**src/rtl/adder_pkg.sv**
```systemverilog
// Shared word type, arithmetic constants and the signed-overflow rule for the adder core.
// Pure declarations: no latency, no flow control.
package adder_pkg;

    localparam int WIDTH_DEFAULT = 16;

    typedef logic signed [WIDTH_DEFAULT-1:0] word_t;

    localparam word_t WORD_MAX = 16'sd32767;
    localparam word_t WORD_MIN = -16'sd32768;
    localparam word_t WORD_ONE = 16'sd1;

    // Overflow only when both operands share a sign and the result sign flips.
    function automatic logic add_ovf(input logic a_msb, input logic b_msb, input logic s_msb);
        return (a_msb == b_msb) && (s_msb != a_msb);
    endfunction

endpackage

```
**src/rtl/adder16_unit_if.sv**
```systemverilog
// Operand/result bundle of the adder core; master drives operands, slave returns results.
// Latency set by the attached core; no backpressure (in_valid is a capture strobe).
interface adder16_unit_if #(
    parameter int WIDTH = 16
);
    logic [WIDTH-1:0] a;
    logic [WIDTH-1:0] b;
    logic             in_valid;
    logic [WIDTH-1:0] sum;
    logic [WIDTH-1:0] inc;
    logic             carry_out;
    logic             overflow;
    logic [WIDTH-1:0] sum_q;
    logic             carry_q;
    logic             overflow_q;
    logic             out_valid;

    modport master (
        output a, b, in_valid,
        input  sum, inc, carry_out, overflow, sum_q, carry_q, overflow_q, out_valid
    );

    modport slave (
        input  a, b, in_valid,
        output sum, inc, carry_out, overflow, sum_q, carry_q, overflow_q, out_valid
    );
endinterface

```
**src/rtl/adder16_unit_ripple_add.sv**
```systemverilog
// Bit cells (half/full adder) and the ripple-carry chain built from them.
// Purely combinational, zero latency, no flow control.
module ha_cell (
    input  logic i_a,
    input  logic i_b,
    output logic o_sum,
    output logic o_carry
);
    assign o_sum   = i_a ^ i_b;
    assign o_carry = i_a & i_b;
endmodule

module fa_cell (
    input  logic i_a,
    input  logic i_b,
    input  logic i_c,
    output logic o_sum,
    output logic o_carry
);
    logic w_s1;
    logic w_c1;
    logic w_c2;

    ha_cell u_ha_ab (
        .i_a     (i_a),
        .i_b     (i_b),
        .o_sum   (w_s1),
        .o_carry (w_c1)
    );

    ha_cell u_ha_sc (
        .i_a     (w_s1),
        .i_b     (i_c),
        .o_sum   (o_sum),
        .o_carry (w_c2)
    );

    assign o_carry = w_c1 | w_c2;
endmodule

module ripple_add #(
    parameter int WIDTH = 16
) (
    input  logic [WIDTH-1:0] i_a,
    input  logic [WIDTH-1:0] i_b,
    output logic [WIDTH-1:0] o_sum,
    output logic             o_carry
);
    logic [WIDTH-1:0] w_c;

    // Bit 0 has no carry-in, so a half adder is enough there.
    ha_cell u_bit0 (
        .i_a     (i_a[0]),
        .i_b     (i_b[0]),
        .o_sum   (o_sum[0]),
        .o_carry (w_c[0])
    );

    for (genvar i = 1; i < WIDTH; i++) begin : g_bit
        fa_cell u_fa (
            .i_a     (i_a[i]),
            .i_b     (i_b[i]),
            .i_c     (w_c[i-1]),
            .o_sum   (o_sum[i]),
            .o_carry (w_c[i])
        );
    end

    assign o_carry = w_c[WIDTH-1];
endmodule

```
**src/rtl/adder16_unit.sv**
```systemverilog
// Adder core: standalone bit cells, comb a+b and a+1 ripple chains, one-cycle result register.
// Comb outputs zero latency, sum_q one cycle after in_valid; no backpressure.
module adder16_unit
    import adder_pkg::*;
#(
    parameter int WIDTH = WIDTH_DEFAULT
) (
    input  logic clk,
    input  logic rst_n,
    input  logic ha_a,
    input  logic ha_b,
    output logic ha_sum,
    output logic ha_carry,
    input  logic fa_a,
    input  logic fa_b,
    input  logic fa_c,
    output logic fa_sum,
    output logic fa_carry,
    adder16_unit_if.slave bus
);
    localparam logic [WIDTH-1:0] ONE = WIDTH'(WORD_ONE);

    logic [WIDTH-1:0] w_sum;
    logic             w_carry;
    logic             w_ovf;
    logic             w_inc_carry_unused;

    logic [WIDTH-1:0] r_sum_q;
    logic             r_carry_q;
    logic             r_overflow_q;
    logic             r_out_valid;

    ha_cell u_ha (
        .i_a     (ha_a),
        .i_b     (ha_b),
        .o_sum   (ha_sum),
        .o_carry (ha_carry)
    );

    fa_cell u_fa (
        .i_a     (fa_a),
        .i_b     (fa_b),
        .i_c     (fa_c),
        .o_sum   (fa_sum),
        .o_carry (fa_carry)
    );

    ripple_add #(.WIDTH(WIDTH)) u_add (
        .i_a     (bus.a),
        .i_b     (bus.b),
        .o_sum   (w_sum),
        .o_carry (w_carry)
    );

    // Increment carry has no consumer; a+1 wraps silently.
    ripple_add #(.WIDTH(WIDTH)) u_inc (
        .i_a     (bus.a),
        .i_b     (ONE),
        .o_sum   (bus.inc),
        .o_carry (w_inc_carry_unused)
    );

    assign w_ovf = add_ovf(bus.a[WIDTH-1], bus.b[WIDTH-1], w_sum[WIDTH-1]);

    always_ff @(posedge clk) begin
        if (!rst_n) begin
            r_sum_q      <= '0;
            r_carry_q    <= 1'b0;
            r_overflow_q <= 1'b0;
            r_out_valid  <= 1'b0;
        end else begin
            r_out_valid <= bus.in_valid;
            if (bus.in_valid) begin
                r_sum_q      <= w_sum;
                r_carry_q    <= w_carry;
                r_overflow_q <= w_ovf;
            end
        end
    end

    assign bus.sum        = w_sum;
    assign bus.carry_out  = w_carry;
    assign bus.overflow   = w_ovf;
    assign bus.sum_q      = r_sum_q;
    assign bus.carry_q    = r_carry_q;
    assign bus.overflow_q = r_overflow_q;
    assign bus.out_valid  = r_out_valid;
endmodule

```
**src/flat_wrapper.sv**
```systemverilog
// flat-port wrapper written by rule: the top's interface ports become plain ports
module adder16_unit_flat import adder_pkg::*;
#(
    parameter int WIDTH = WIDTH_DEFAULT
)
  (clk, rst_n, ha_a, ha_b, ha_sum, ha_carry, fa_a, fa_b, fa_c, fa_sum, fa_carry, bus_a, bus_b, bus_in_valid, bus_sum, bus_inc, bus_carry_out, bus_overflow, bus_sum_q, bus_carry_q, bus_overflow_q, bus_out_valid);
  adder16_unit_if #(.WIDTH(WIDTH)) bus_i ();
  input  logic clk;
  input  logic rst_n;
  input  logic ha_a;
  input  logic ha_b;
  output logic ha_sum;
  output logic ha_carry;
  input  logic fa_a;
  input  logic fa_b;
  input  logic fa_c;
  output logic fa_sum;
  output logic fa_carry;
  input wire logic [$bits(bus_i.a)-1:0] bus_a;
  input wire logic [$bits(bus_i.b)-1:0] bus_b;
  input wire logic [$bits(bus_i.in_valid)-1:0] bus_in_valid;
  output wire logic [$bits(bus_i.sum)-1:0] bus_sum;
  output wire logic [$bits(bus_i.inc)-1:0] bus_inc;
  output wire logic [$bits(bus_i.carry_out)-1:0] bus_carry_out;
  output wire logic [$bits(bus_i.overflow)-1:0] bus_overflow;
  output wire logic [$bits(bus_i.sum_q)-1:0] bus_sum_q;
  output wire logic [$bits(bus_i.carry_q)-1:0] bus_carry_q;
  output wire logic [$bits(bus_i.overflow_q)-1:0] bus_overflow_q;
  output wire logic [$bits(bus_i.out_valid)-1:0] bus_out_valid;
  assign bus_i.a = bus_a;
  assign bus_i.b = bus_b;
  assign bus_i.in_valid = bus_in_valid;
  assign bus_sum = bus_i.sum;
  assign bus_inc = bus_i.inc;
  assign bus_carry_out = bus_i.carry_out;
  assign bus_overflow = bus_i.overflow;
  assign bus_sum_q = bus_i.sum_q;
  assign bus_carry_q = bus_i.carry_q;
  assign bus_overflow_q = bus_i.overflow_q;
  assign bus_out_valid = bus_i.out_valid;
  adder16_unit #(.WIDTH(WIDTH)) u_core (.clk(clk), .rst_n(rst_n), .ha_a(ha_a), .ha_b(ha_b), .ha_sum(ha_sum), .ha_carry(ha_carry), .fa_a(fa_a), .fa_b(fa_b), .fa_c(fa_c), .fa_sum(fa_sum), .fa_carry(fa_carry), .bus(bus_i));
endmodule
```
**config.mk**
```make
export PLATFORM = sky130hd
export DESIGN_NAME = adder16_unit_flat
export DESIGN_NICKNAME = d
export VERILOG_FILES = /design/src/rtl/adder_pkg.sv /design/src/rtl/adder16_unit_if.sv /design/src/rtl/adder16_unit_ripple_add.sv /design/src/rtl/adder16_unit.sv /design/src/flat_wrapper.sv
export SDC_FILE = /design/constraint.sdc
export NUM_CORES = 1
export LEC_CHECK = 0
export ABC_AREA = 1
export ABC_CLOCK_PERIOD_IN_PS = 5100
export BUFFER_PORTS_ARGS = -buffer_cell sky130_fd_sc_hd__buf_2
export CAP_MARGIN = 20
export CORE_MARGIN = 2
export CORE_UTILIZATION = 46
export CTS_CLUSTER_SIZE = 40
export DETAILED_ROUTE_END_ITERATION = 10
export PLACE_DENSITY = 0.81
export SLEW_MARGIN = 5
export SYNTH_ARGS = -nofsm -noshare
export SYNTH_HDL_FRONTEND = slang
export SYNTH_HIERARCHICAL = 1
export SYNTH_SLANG_ARGS = --single-unit
```
**constraint.sdc**
```tcl
create_clock -name clk -period 5.1 [get_ports clk]
set_input_delay 0.255 -clock clk [delete_from_list [all_inputs] [get_ports clk]]
set_output_delay 0.255 -clock clk [all_outputs]
set_load 0.02 [all_outputs]
```
Word-level counts from Yosys, hierarchy flattened:

Index checks and enable logic that the tools add are counted.

* flip-flop bits (word level): 19
* output and inout port bits: 57
* logic and storage cells: 121

* equality and inequality tests: 2
* bitwise logic cells: 114
* reduce and logical (&&, ||, !) cells: 1

Operator list (number)
* 1-bit XOR: 49
* 1-bit AND: 48
* 1-bit OR: 16
* 1-bit == test: 1
* 1-bit logical AND: 1
* 1-bit inequality test: 1
* 1-bit inverter: 1

Logic depth before layout (Yosys ltp):

Gate-level depths: netlist of run 1.

* depth after elaboration: 32
* depth in mapped cells: 49

Cells and area by module:

The synthesis of run 1 kept the hierarchy.

Modules (own cells, without submodules)
* ha_cell: times used 65, cells each 1, area each 12.5 um^2, seq. area each 0.0 um^2
* adder16_unit: times used 1, cells each 89, area each 679.4 um^2, seq. area each 380.4 um^2
* fa_cell: times used 31, cells each 3, area each 11.3 um^2, seq. area each 0.0 um^2

Least setup slack after synthesis of run 1:

OpenSTA, ideal clock, no wires.

* path kind: input to output
* start point: input port bus_a[1]
* end point: output port bus_overflow
* arrival: 4.744 ns
* data required time: 4.845 ns
* setup slack: 0.101 ns
* cell stages on the path: 49
* buffers on the path: 0
* path through: ha_1 > ha_1 > inv_1 > nand2_1 > ha_1 > inv_1 > nand2_1 > ha_1 > inv_1 > nand2_1 > ha_1 > inv_1 > nand2_1 > ha_1 > inv_1 > nand2_1 > ha_1 > inv_1 > [13 not listed] > ha_1 > inv_1 > nand2_1 > ha_1 > inv_1 > nand2_1 > ha_1 > inv_1 > nand2_1 > ha_1 > inv_1 > nand2_1 > ha_1 > inv_1 > nand2_1 > nand2_1 > nand2_1 > inv_1

* cells in the longest elaborated chain, start to end: 32
* elaborated cells between the ends (all ways): 33
* those cells by class: eq/ne (1); bitwise (31); reduce/logical (1)

Ends and longest elaborated chain
* start, declared: line flat_wrapper.sv:19 `input wire logic [$bits(bus_i.a)-1:0] bus_a;`
* 1-bit XOR: line adder16_unit_ripple_add.sv:9 `assign o_sum = i_a ^ i_b;`
* 1-bit AND: line adder16_unit_ripple_add.sv:10 `assign o_carry = i_a & i_b;`
* net u_core.u_add.g_bit[1].u_fa.w_c2: line adder16_unit_ripple_add.sv:22 `logic w_c2;`
* 1-bit OR: line adder16_unit_ripple_add.sv:38 `assign o_carry = w_c1 | w_c2;`
* net u_core.u_add.w_c[1]: line adder16_unit_ripple_add.sv:49 `logic [WIDTH-1:0] w_c;`
* 1-bit AND: line adder16_unit_ripple_add.sv:10
* net u_core.u_add.g_bit[2].u_fa.w_c2: line adder16_unit_ripple_add.sv:22
* 1-bit OR: line adder16_unit_ripple_add.sv:38
* net u_core.u_add.w_c[2]: line adder16_unit_ripple_add.sv:49
* [1 not listed]
* net u_core.u_add.g_bit[3].u_fa.w_c2: line adder16_unit_ripple_add.sv:22
* [1 not listed]
* net u_core.u_add.w_c[3]: line adder16_unit_ripple_add.sv:49
* [1 not listed]
* net u_core.u_add.g_bit[4].u_fa.w_c2: line adder16_unit_ripple_add.sv:22
* [1 not listed]
* net u_core.u_add.w_c[4]: line adder16_unit_ripple_add.sv:49
* [1 not listed]
* net u_core.u_add.g_bit[5].u_fa.w_c2: line adder16_unit_ripple_add.sv:22
* [1 not listed]
* net u_core.u_add.w_c[5]: line adder16_unit_ripple_add.sv:49
* [1 not listed]
* net u_core.u_add.g_bit[6].u_fa.w_c2: line adder16_unit_ripple_add.sv:22
* [1 not listed]
* net u_core.u_add.w_c[6]: line adder16_unit_ripple_add.sv:49
* [1 not listed]
* net u_core.u_add.g_bit[7].u_fa.w_c2: line adder16_unit_ripple_add.sv:22
* [1 not listed]
* net u_core.u_add.w_c[7]: line adder16_unit_ripple_add.sv:49
* [1 not listed]
* net u_core.u_add.g_bit[8].u_fa.w_c2: line adder16_unit_ripple_add.sv:22
* [1 not listed]
* net u_core.u_add.w_c[8]: line adder16_unit_ripple_add.sv:49
* [1 not listed]
* net u_core.u_add.g_bit[9].u_fa.w_c2: line adder16_unit_ripple_add.sv:22
* [1 not listed]
* net u_core.u_add.w_c[9]: line adder16_unit_ripple_add.sv:49
* [1 not listed]
* net u_core.u_add.g_bit[10].u_fa.w_c2: line adder16_unit_ripple_add.sv:22
* [1 not listed]
* net u_core.u_add.w_c[10]: line adder16_unit_ripple_add.sv:49
* [1 not listed]
* net u_core.u_add.g_bit[11].u_fa.w_c2: line adder16_unit_ripple_add.sv:22
* [1 not listed]
* net u_core.u_add.w_c[11]: line adder16_unit_ripple_add.sv:49
* [1 not listed]
* net u_core.u_add.g_bit[12].u_fa.w_c2: line adder16_unit_ripple_add.sv:22
* [1 not listed]
* net u_core.u_add.w_c[12]: line adder16_unit_ripple_add.sv:49
* [1 not listed]
* net u_core.u_add.g_bit[13].u_fa.w_c2: line adder16_unit_ripple_add.sv:22
* [1 not listed]
* net u_core.u_add.w_c[13]: line adder16_unit_ripple_add.sv:49
* 1-bit AND: line adder16_unit_ripple_add.sv:10
* net u_core.u_add.g_bit[14].u_fa.w_c2: line adder16_unit_ripple_add.sv:22
* 1-bit OR: line adder16_unit_ripple_add.sv:38
* net u_core.u_add.w_c[14]: line adder16_unit_ripple_add.sv:49
* 1-bit XOR: line adder16_unit_ripple_add.sv:9
* net bus_sum[15]: line flat_wrapper.sv:22 `output wire logic [$bits(bus_i.sum)-1:0] bus_sum;`
* 1-bit inequality test: line adder_pkg.sv:15 `return (a_msb == b_msb) && (s_msb != a_msb);`
* 1-bit logical AND: line adder_pkg.sv:15
* end, declared: line flat_wrapper.sv:25 `output wire logic [$bits(bus_i.overflow)-1:0] bus_overflow;`

The timed path passes the listed nets, and every way through them passes these cells.

Worst setup path after layout of run 1:

* start point: input port bus_b[1]
* end point: output port bus_overflow

* cells in the longest elaborated chain, start to end: 32
* elaborated cells between the ends (all ways): 33
* those cells by class: eq/ne (1); bitwise (31); reduce/logical (1)

Ends and longest elaborated chain
* start, declared: line flat_wrapper.sv:20 `input wire logic [$bits(bus_i.b)-1:0] bus_b;`
* 1-bit XOR: line adder16_unit_ripple_add.sv:9
* net u_core.u_add.g_bit[1].u_fa.w_s1: line adder16_unit_ripple_add.sv:20 `logic w_s1;`
* 1-bit AND: line adder16_unit_ripple_add.sv:10
* net u_core.u_add.g_bit[1].u_fa.w_c2: line adder16_unit_ripple_add.sv:22
* 1-bit OR: line adder16_unit_ripple_add.sv:38
* net u_core.u_add.w_c[1]: line adder16_unit_ripple_add.sv:49
* 1-bit AND: line adder16_unit_ripple_add.sv:10
* net u_core.u_add.g_bit[2].u_fa.w_c2: line adder16_unit_ripple_add.sv:22
* [1 not listed]
* net u_core.u_add.w_c[2]: line adder16_unit_ripple_add.sv:49
* [1 not listed]
* net u_core.u_add.g_bit[3].u_fa.w_c2: line adder16_unit_ripple_add.sv:22
* [1 not listed]
* net u_core.u_add.w_c[3]: line adder16_unit_ripple_add.sv:49
* [1 not listed]
* net u_core.u_add.g_bit[4].u_fa.w_c2: line adder16_unit_ripple_add.sv:22
* [1 not listed]
* net u_core.u_add.w_c[4]: line adder16_unit_ripple_add.sv:49
* [1 not listed]
* net u_core.u_add.g_bit[5].u_fa.w_c2: line adder16_unit_ripple_add.sv:22
* [1 not listed]
* net u_core.u_add.w_c[5]: line adder16_unit_ripple_add.sv:49
* [1 not listed]
* net u_core.u_add.g_bit[6].u_fa.w_c2: line adder16_unit_ripple_add.sv:22
* [1 not listed]
* net u_core.u_add.w_c[6]: line adder16_unit_ripple_add.sv:49
* [1 not listed]
* net u_core.u_add.g_bit[7].u_fa.w_c2: line adder16_unit_ripple_add.sv:22
* [1 not listed]
* net u_core.u_add.w_c[7]: line adder16_unit_ripple_add.sv:49
* [1 not listed]
* net u_core.u_add.g_bit[8].u_fa.w_c2: line adder16_unit_ripple_add.sv:22
* [1 not listed]
* net u_core.u_add.w_c[8]: line adder16_unit_ripple_add.sv:49
* [1 not listed]
* net u_core.u_add.g_bit[9].u_fa.w_c2: line adder16_unit_ripple_add.sv:22
* [1 not listed]
* net u_core.u_add.w_c[9]: line adder16_unit_ripple_add.sv:49
* [1 not listed]
* net u_core.u_add.g_bit[10].u_fa.w_c2: line adder16_unit_ripple_add.sv:22
* [1 not listed]
* net u_core.u_add.w_c[10]: line adder16_unit_ripple_add.sv:49
* [1 not listed]
* net u_core.u_add.g_bit[11].u_fa.w_c2: line adder16_unit_ripple_add.sv:22
* [1 not listed]
* net u_core.u_add.w_c[11]: line adder16_unit_ripple_add.sv:49
* [1 not listed]
* net u_core.u_add.g_bit[12].u_fa.w_c2: line adder16_unit_ripple_add.sv:22
* [1 not listed]
* net u_core.u_add.w_c[12]: line adder16_unit_ripple_add.sv:49
* [1 not listed]
* net u_core.u_add.g_bit[13].u_fa.w_c2: line adder16_unit_ripple_add.sv:22
* [1 not listed]
* net u_core.u_add.w_c[13]: line adder16_unit_ripple_add.sv:49
* 1-bit AND: line adder16_unit_ripple_add.sv:10
* net u_core.u_add.g_bit[14].u_fa.w_c2: line adder16_unit_ripple_add.sv:22
* 1-bit OR: line adder16_unit_ripple_add.sv:38
* net u_core.u_add.w_c[14]: line adder16_unit_ripple_add.sv:49
* 1-bit XOR: line adder16_unit_ripple_add.sv:9
* 1-bit inequality test: line adder_pkg.sv:15
* 1-bit logical AND: line adder_pkg.sv:15

The timed path passes the listed nets, and every way through them passes these cells.

==> results.sh, run 1 <==
export IMPL_start_util_pct=48.9
export IMPL_clock_sinks=19
export IMPL_final_nets=465
export IMPL_cts_clk_slew_worst_paths_ps=70
export IMPL_core_area_um2=3740
export IMPL_drtPass1Iterations=3
export IMPL_finalSetupViolations=0
export IMPL_clk_latency_ps=250
export IMPL_cp_data_arrival_time_ps=4740
export IMPL_die_area_um2=4500
export IMPL_grt_max_degree=23
export IMPL_gp_congestion=0.674
export IMPL_port_buffers=96
export IMPL_drv_slew=0
export IMPL_critPathRequiredTime_ps=4850
export IMPL_outcome="completed"
export IMPL_worst_setup_path_type="primary input to output port"
export IMPL_post_route_min_period_ps=5000
export IMPL_crit_path_start_kind="primary input"
export IMPL_ys_warn_count=6
export IMPL_antenna_found_initial=0
export IMPL_grt_usage_pct=16.9
export IMPL_ant_nets=0
export IMPL_routed_wirelength_mm=4.05
export IMPL_cts_made_buffers=3
export IMPL_drt_initial_drc_count=27
export IMPL_via_per_inst=4.48
export IMPL_fmax_mhz=200
export IMPL_finalCritPeriodShare_pct=98.0
export IMPL_grt_pass1_vias=1589
export IMPL_wire_per_inst_um=9.96
export IMPL_hold_viol=0
export IMPL_die_h_um=67.1
export IMPL_p_per_area_nw_per_um2=231
export IMPL_cts_tree="built"
export IMPL_path_max_fanout=3
export IMPL_timing_hold_ws_ps=386
export IMPL_slowest_delay_ps=280
export IMPL_peakVddDrop_v=0.000255
export IMPL_antennaDiodeCount=0
export IMPL_drive_gt1_share_pct=47.6
export IMPL_p_leak_uw=0.00154
export IMPL_die_w_um=67.1
export IMPL_drc=0
export IMPL_p_total_uw=636
export IMPL_cts_root_buf="clkbuf_8"
export IMPL_clock_skew_ps=0
export IMPL_row_count=22
export IMPL_netlist_area_um2=1830
export IMPL_rsz0062_at_grt="true"
export IMPL_avgSynthCellArea_um2=7.50
export IMPL_cpMaxStageDelayCell="ha_4"
export IMPL_path_common_cell="inv_2"
export IMPL_clk_path_buf_depth=2
export IMPL_synthCells=244
export IMPL_cap_viol_max_count=0
export IMPL_holdCritPathClass="primary input to flop"
export IMPL_fin_ws_ps=100
export IMPL_overflow=0
export IMPL_num_io_pins=97
export IMPL_vias=1823
export IMPL_endpoint_kind="output port"
export IMPL_pre_cts_ws_ps=-282
export IMPL_cts_max_level=1
export IMPL_areaGrowthSynthToFinish_pct=50.4
export IMPL_hpwl_mm=3.15
export IMPL_grt_pass1_wl_mm=6.04
metrics by stage:
stage / utilization (%) / instance area, um^2 / instances / setup TNS [ps]
final: 73.5 / 2750 / 407 / 0
after global placement: 64.6 / 2420 / 401 / -169
after floorplan: - / 1880 / 258 / 0
after CTS: 68.3 / 2560 / 405 / 0
after detailed placement: 64.6 / 2420 / 401 / -480
after global routing: 73.5 / 2750 / 407 / -350
where the power goes:
part / internal [uW] / switching [uW] / total, uW
Sequential: 163 / 6.27 / 169
Combinational: 148 / 216 / 364
Clock: 55.4 / 47.1 / 103
Total: 366 / 270 / 636
per-layer routing:
layer | routed length, um | GRT usage (%)
met5 | 0 | 0
met4 | 17 | 2.30
met3 | 331 | 4.39
met2 | 2100 | 32.2
met1 | 1600 | 18.9
worst max-delay path: cells and delay by family:
kind	cells	cell delay, ps
adders and majority gates	16	2740
buffers and inverters	18	860
and+or+nand+nor	17	860
state kept, by name (all words and copies together), names as in the netlist:
| name | cells |
|---|---|
| u_core/bus.carry_q | 1 |
| u_core/bus.out_valid | 1 |
| u_core/bus.overflow_q | 1 |
| u_core/bus.sum_q | 16 |
placed cells by master, fill, tap and decap left out:
cell type	n
buf_2	92
inv_1	46
nor2_1	32
ha_1	31
nand2_1	23
ha_2	21
inv_2	20
dfxtp_1	19
conb_1	16
o21ai_0	14
nand2_2	13
ha_4	13
buf_4	5
buf_6	4
o21ai_1	4
clkbuf_8	3
a21oi_1	2
clkbuf_1	1
final cells by class:
type / instances / area, um^2
flip-flops and latches: 19 / 380
repair buffers: 101 / 543
multi-input cells: 169 / 1480
inverters: 66 / 248
fillers: 308 / 991
well taps: 48 / 60.1
clock buffers: 4 / 45.0
final timing paths:
path                   startpoint                   end  slack [ps]  cells past startpoint
max reg2reg  u_core/bus.sum_q[14]  u_core/bus.sum_q[14]        4410                      2
max                      bus_b[1]          bus_overflow         100                     51
min reg2reg   u_core/bus.sum_q[8]   u_core/bus.sum_q[8]         500                      2
min                      bus_b[0]   u_core/bus.sum_q[0]         390                      4
what timing repair did:
item                       in CTS  in global routing
pin swaps                       8                 38
hold buffers                    0                  0
buffers inserted                0                  2
resized for setup              28                 54
setup endpoints to repair       3                  6
(Power assumes the default switching activity.)
==> run 2: changes to the inputs <==
--- a/config.mk
+++ b/config.mk
@@ -6,14 +6,16 @@
 export NUM_CORES = 1
 export LEC_CHECK = 0
 export ABC_AREA = 1
-export ABC_CLOCK_PERIOD_IN_PS = 5100
-export BUFFER_PORTS_ARGS = -buffer_cell sky130_fd_sc_hd__buf_2
+export ABC_CLOCK_PERIOD_IN_PS = 5900
+export BUFFER_PORTS_ARGS = -buffer_cell sky130_fd_sc_hd__clkbuf_2
 export CAP_MARGIN = 20
+export CELL_PAD_IN_SITES_DETAIL_PLACEMENT = 0
+export CELL_PAD_IN_SITES_GLOBAL_PLACEMENT = 2
 export CORE_MARGIN = 2
-export CORE_UTILIZATION = 46
+export CORE_UTILIZATION = 25
 export CTS_CLUSTER_SIZE = 40
 export DETAILED_ROUTE_END_ITERATION = 10
-export PLACE_DENSITY = 0.81
+export PLACE_DENSITY_LB_ADDON = 0.1
 export SLEW_MARGIN = 5
 export SYNTH_ARGS = -nofsm -noshare
 export SYNTH_HDL_FRONTEND = slang
==> constraint.sdc (replaced) <==
create_clock -name clk -period 5.9 [get_ports clk]
set_input_delay 0.295 -clock clk [delete_from_list [all_inputs] [get_ports clk]]
set_output_delay 0.295 -clock clk [all_outputs]
set_load 0.02 [all_outputs]
==> run 2 against run 1 <==
  * First-iteration DRC count down 44%
  * Count of clock-buffer cells in the layout fell by 1
  * Global-route usage decreased by 7.7 points
  * Critical path depth unchanged
  * Via count shrank 7.7%
  * Final area down 7.4%
  * Utilization fell by 38 points
  * Non-clock buffer count down 5
  * Register-to-register slack improved by 820 ps
  * Sequential cell count did not move
  * Clock power down 11%
  * Die area increased by 78%
  * Critical endpoint unchanged
  * Highest routed layer unchanged
==> results.sh, run 2 (synthesis gave the netlist of run 1 again) <==
export IMPL_post_route_min_period_ps=5240
export IMPL_grt_usage_pct=9.22
export IMPL_drtPass1Iterations=4
export IMPL_fmax_mhz=191
export IMPL_ff2ff_path_depth=2
export IMPL_holdCritPathClass="primary input to flop"
export IMPL_endpoint_kind="output port"
export IMPL_row_count=31
export IMPL_cts_root_buf="clkbuf_8"
export IMPL_die_area_um2=8020
export IMPL_hpwl_mm=3.31
export IMPL_r2r_slack_ps=5230
export IMPL_start_util_pct=25.5
export IMPL_ctsHoldBuffers=0
export IMPL_routed_wirelength_mm=3.91
export IMPL_finalSetupViolations=0
export IMPL_grt_max_degree=23
export IMPL_overflow=0
export IMPL_r2r_start="u_core/bus.sum_q[15]"
export IMPL_cts_tree="built"
export IMPL_design_area_um2=2550
export IMPL_cts_max_level=1
export IMPL_cpMaxStageDelayCell="ha_4"
export IMPL_antennaDiodeCount=0
export IMPL_pre_cts_ws_ps=428
export IMPL_num_io_pins=97
export IMPL_final_nets=460
export IMPL_die_w_um=89.6
export IMPL_via_per_inst=3.72
export IMPL_p_per_area_nw_per_um2=200
export IMPL_switchingPower_uw=223
export IMPL_fin_ws_ps=656
export IMPL_p_leak_uw=0.00155
export IMPL_p_clk_share_pct=18.0
export IMPL_gp_congestion=0.655
export IMPL_hold_viol=0
export IMPL_rsz0062_at_grt="false"
export IMPL_antenna_found_initial=0
export IMPL_cap_viol_max_count=0
export IMPL_slowest_delay_ps=270
export IMPL_areaGrowthSynthToFinish_pct=39.3
export IMPL_placed_area_um2=2460
export IMPL_clock_sinks=19
export IMPL_crit_path_start="bus_a[1]"
export IMPL_critical_path_endpoint="bus_overflow"
export IMPL_power_frac_comb_pct=53.3
export IMPL_drv_slew=0
export IMPL_ant_nets=0
export IMPL_finalSetupTns_ps=0
export IMPL_final_cell_mix="clkbuf_2 (95), inv_1 (64), ha_1 (59)"
export IMPL_cts_clk_slew_worst_paths_ps=80
export IMPL_peakVddDrop_v=0.000115
export IMPL_critPathRequiredTime_ps=5610
export IMPL_grt_pass1_vias=1364
export IMPL_port_buffers=96
export IMPL_drc=0
export IMPL_rr_endpoint="u_core/bus.sum_q[15]"
export IMPL_finalCritPeriodShare_pct=88.9
export IMPL_switching_share_pct=43.8
export IMPL_clock_skew_ps=0
export IMPL_outcome="completed"
export IMPL_final_common_cell="clkbuf_2"
export IMPL_clk_path_buf_depth=2
export IMPL_largest_reg_flops=16
export IMPL_drive_gt1_share_pct=31.1
export IMPL_intPower_uw=286
export IMPL_clk_latency_ps=260
export IMPL_drt_initial_drc_count=15
export IMPL_cts_made_buffers=3
export IMPL_wire_per_inst_um=8.62
export IMPL_worst_setup_path_type="primary input to output port"
export IMPL_grt_pass1_wl_mm=5.84
export IMPL_die_h_um=89.6
export IMPL_pwr_share_seq_pct=28.7
export IMPL_crit_path_start_kind="primary input"
export IMPL_path_max_fanout=3
export IMPL_cp_data_arrival_time_ps=4950
export IMPL_core_area_um2=7180
export IMPL_vias=1683
export IMPL_post_cts_setup_buffers=0
-- run 2: through the flow --
step	std cells	hold WS [ps]	utilization (%)	power [uW]
2_1_floorplan	258	431	-	342
3_3_place_gp	449	467	34.3	419
3_5_place_dp	449	477	34.3	421
4_1_cts	453	378	34.9	514
5_1_grt	453	399	35.5	561
6_report	453	372	35.5	509
-- run 2: repair_timing --
| action | CTS | global route |
|---|---|---|
| hold endpoints to repair | 0 | 0 |
| resized for setup | 0 | 11 |
| endpoints found under the setup margin | 0 | 1 |
-- run 2: cell type report --
| type | count | area, um^2 |
|---|---|---|
| clock buffer | 3 | 41.3 |
| timing repair buffer | 96 | 483 |
| clock inverter | 1 | 5.00 |
| multi-input combinational | 169 | 1270 |
| fill | 831 | 4630 |
| inverter | 66 | 248 |
| tap | 99 | 124 |
| sequential | 19 | 380 |
-- run 2: worst min path at each step --
stage	endpoint	cells after the start	slack [ps]	from
final	u_core/bus.overflow_q	4	370	bus_b[15]
after global routing	u_core/bus.overflow_q	4	400	bus_b[15]
after CTS	u_core/bus.overflow_q	4	380	bus_b[15]
after detailed placement	u_core/bus.sum_q[8]	2	480	u_core/bus.sum_q[8]
after global placement	u_core/bus.sum_q[9]	2	470	u_core/bus.sum_q[9]
after floorplan	u_core/bus.carry_q	2	430	rst_n
-- run 2: metal layers --
metal / vias to the layer above / part of all wire [%] / track usage [%]
met5: - / 0 / 0
met4: 0 / 0.18 / 0.407
met3: 2 / 7.9 / 3.38
met2: 54 / 44 / 15.4
met1: 676 / 48 / 12.0
li1: 951 / - / -
-- run 2: power groups by stage --
stage	combinational (uW)	sequential, uW	clock (uW)
after floorplan	178	164	0
after global placement	271	149	0
after detailed placement	272	149	0
after CTS	273	146	95.1
after global routing	310	148	103
final	271	146	91.4
-- run 2: critical path, delay by kind of cell --
family / cells / cell delay, ps
adders and majority gates: 16 / 2820
buffers and inverters: 18 / 1000
and+or+nand+nor: 17 / 830
==> run 3: changes to the inputs <==
--- a/config.mk
+++ b/config.mk
@@ -16,6 +16,7 @@
 export CTS_CLUSTER_SIZE = 40
 export DETAILED_ROUTE_END_ITERATION = 10
 export PLACE_DENSITY_LB_ADDON = 0.1
+export RECOVER_POWER = 25
 export SLEW_MARGIN = 5
 export SYNTH_ARGS = -nofsm -noshare
 export SYNTH_HDL_FRONTEND = slang
==> run 3 against run 2 <==
  * Final area down 0.83%
  * Die area stayed put
  * Clock power is 0.9% lower
  * Utilization is 0.30 points lower
  * Critical endpoint unchanged
==> results.sh, run 3 (synthesis gave the netlist of run 1 again) <==
export IMPL_finalSetupTns_ps=0
export IMPL_clock_sinks=19
export IMPL_drive_gt1_share_pct=26.0
export IMPL_grt_pass1_vias=1364
export IMPL_final_common_cell="clkbuf_2"
export IMPL_cpMaxStageDelayCell="ha_4"
export IMPL_critPathRequiredTime_ps=5610
export IMPL_seq_area_um2=380
export IMPL_final_nets=460
export IMPL_rsz0062_at_grt="false"
export IMPL_tightest_slew_ps=884
export IMPL_outcome="completed"
export IMPL_holdCritPathClass="primary input to flop"
export IMPL_p_per_area_nw_per_um2=200
export IMPL_cp_data_arrival_time_ps=4950
export IMPL_die_w_um=89.6
export IMPL_finalCritPeriodShare_pct=88.8
export IMPL_die_area_um2=8020
export IMPL_drt_initial_drc_count=11
export IMPL_num_io_pins=97
export IMPL_vias=1681
export IMPL_largest_reg_flops=16
export IMPL_relSlewSlack_pct=41.1
export IMPL_fin_ws_ps=658
export IMPL_clk_latency_ps=260
export IMPL_post_route_min_period_ps=5240
export IMPL_hold_viol=0
export IMPL_post_cts_setup_buffers=0
export IMPL_grt_usage_pct=9.22
export IMPL_multi_input_area_um2=1270
export IMPL_grt_max_degree=23
export IMPL_cts_clk_slew_worst_paths_ps=80
export IMPL_antennaDiodeCount=0
export IMPL_drtPass1Iterations=2
export IMPL_hpwl_mm=3.31
export IMPL_port_buffers=96
export IMPL_drv_slew=0
export IMPL_endpoint_kind="output port"
export IMPL_cts_tree="built"
export IMPL_slowest_delay_ps=270
export IMPL_worst_setup_path_type="primary input to output port"
export IMPL_crit_path_start_kind="primary input"
export IMPL_antenna_found_initial=0
export IMPL_fmax_mhz=191
export IMPL_wire_per_inst_um=8.63
export IMPL_start_util_pct=25.5
export IMPL_areaGrowthSynthToFinish_pct=38.1
export IMPL_core_area_um2=7180
export IMPL_cts_root_buf="clkbuf_8"
export IMPL_clock_skew_ps=0
export IMPL_gp_congestion=0.655
export IMPL_final_cell_mix="clkbuf_2 (78), inv_1 (65), ha_1 (59)"
export IMPL_cts_made_buffers=3
export IMPL_grt_pass1_wl_mm=5.84
export IMPL_row_count=31
export IMPL_peakVddDrop_v=0.000113
export IMPL_ant_nets=0
export IMPL_routed_wirelength_mm=3.91
export IMPL_clk_path_buf_depth=2
export IMPL_die_h_um=89.6
export IMPL_finalSetupViolations=0
export IMPL_drc=0
export IMPL_final_fill_count=837
export IMPL_cts_max_level=1
export IMPL_via_per_inst=3.71
export IMPL_cap_viol_max_count=0
export IMPL_overflow=0
export IMPL_pre_cts_ws_ps=428
export IMPL_p_leak_uw=0.00150
export IMPL_path_max_fanout=3
==> run 3: power breakdown <==
part           total, uW  internal (uW)  switching (uW)
Sequential           146            141            5.46
Clock               90.6           46.9            43.7
Combinational        269           96.1             173
Total                505            284             222
==> run 3: cell type report <==
class | instances | area share, %
Timing Repair Buffer | 96 | 18.3
Clock inverter | 1 | 0.198
Tap cell | 99 | 4.90
Clock buffer | 3 | 1.63
Sequential cell | 19 | 15.0
Inverter | 66 | 9.80
Multi-Input combinational cell | 169 | 50.2
==> run 3: path summary, 6_finish.rpt <==
kind / startpoint / to / slack [ps] / cells after the start
worst min register to register: u_core/bus.sum_q[8] / u_core/bus.sum_q[8] / 490 / 2
worst max-delay path: bus_a[1] / bus_overflow / 660 / 51
worst max register to register: u_core/bus.overflow_q / u_core/bus.overflow_q / 5230 / 2
worst min-delay path: bus_b[15] / u_core/bus.overflow_q / 370 / 4
==> run 3: worst max-delay path, delay by kind of cell <==
family                     cells  cell delay, ps
buffers and inverters         18            1000
and+or+nand+nor               17             830
adders and majority gates     16            2820
==> run 3: repair_timing <==
item,4_1_cts,5_1_grt
hold buffers,0,0
resized for setup,0,11
endpoints found under the setup margin,0,1
==> run 3: metrics by stage <==
step / instance area [um^2] / hold slack (ps) / utilization, % / instances / power [uW]
3_5_place_dp: 2460 / 477 / 34.3 / 449 / 421
6_report: 2530 / 372 / 35.2 / 453 / 505
3_3_place_gp: 2460 / 467 / 34.3 / 449 / 419
5_1_grt: 2530 / 399 / 35.2 / 453 / 559
4_1_cts: 2510 / 378 / 34.9 / 453 / 514
2_1_floorplan: 1880 / 431 / - / 258 / 342
==> run 3: metal layers <==
layer / track usage, % / routed length, um / vias to the layer above / part of all wire [%]
met1: 12.0 / 1890 / 676 / 48
met3: 3.38 / 317 / 2 / 8.1
met5: 0 / 0 / - / 0
li1: - / - / 949 / -
met2: 15.4 / 1700 / 54 / 43
met4: 0.407 / 7 / 0 / 0.18
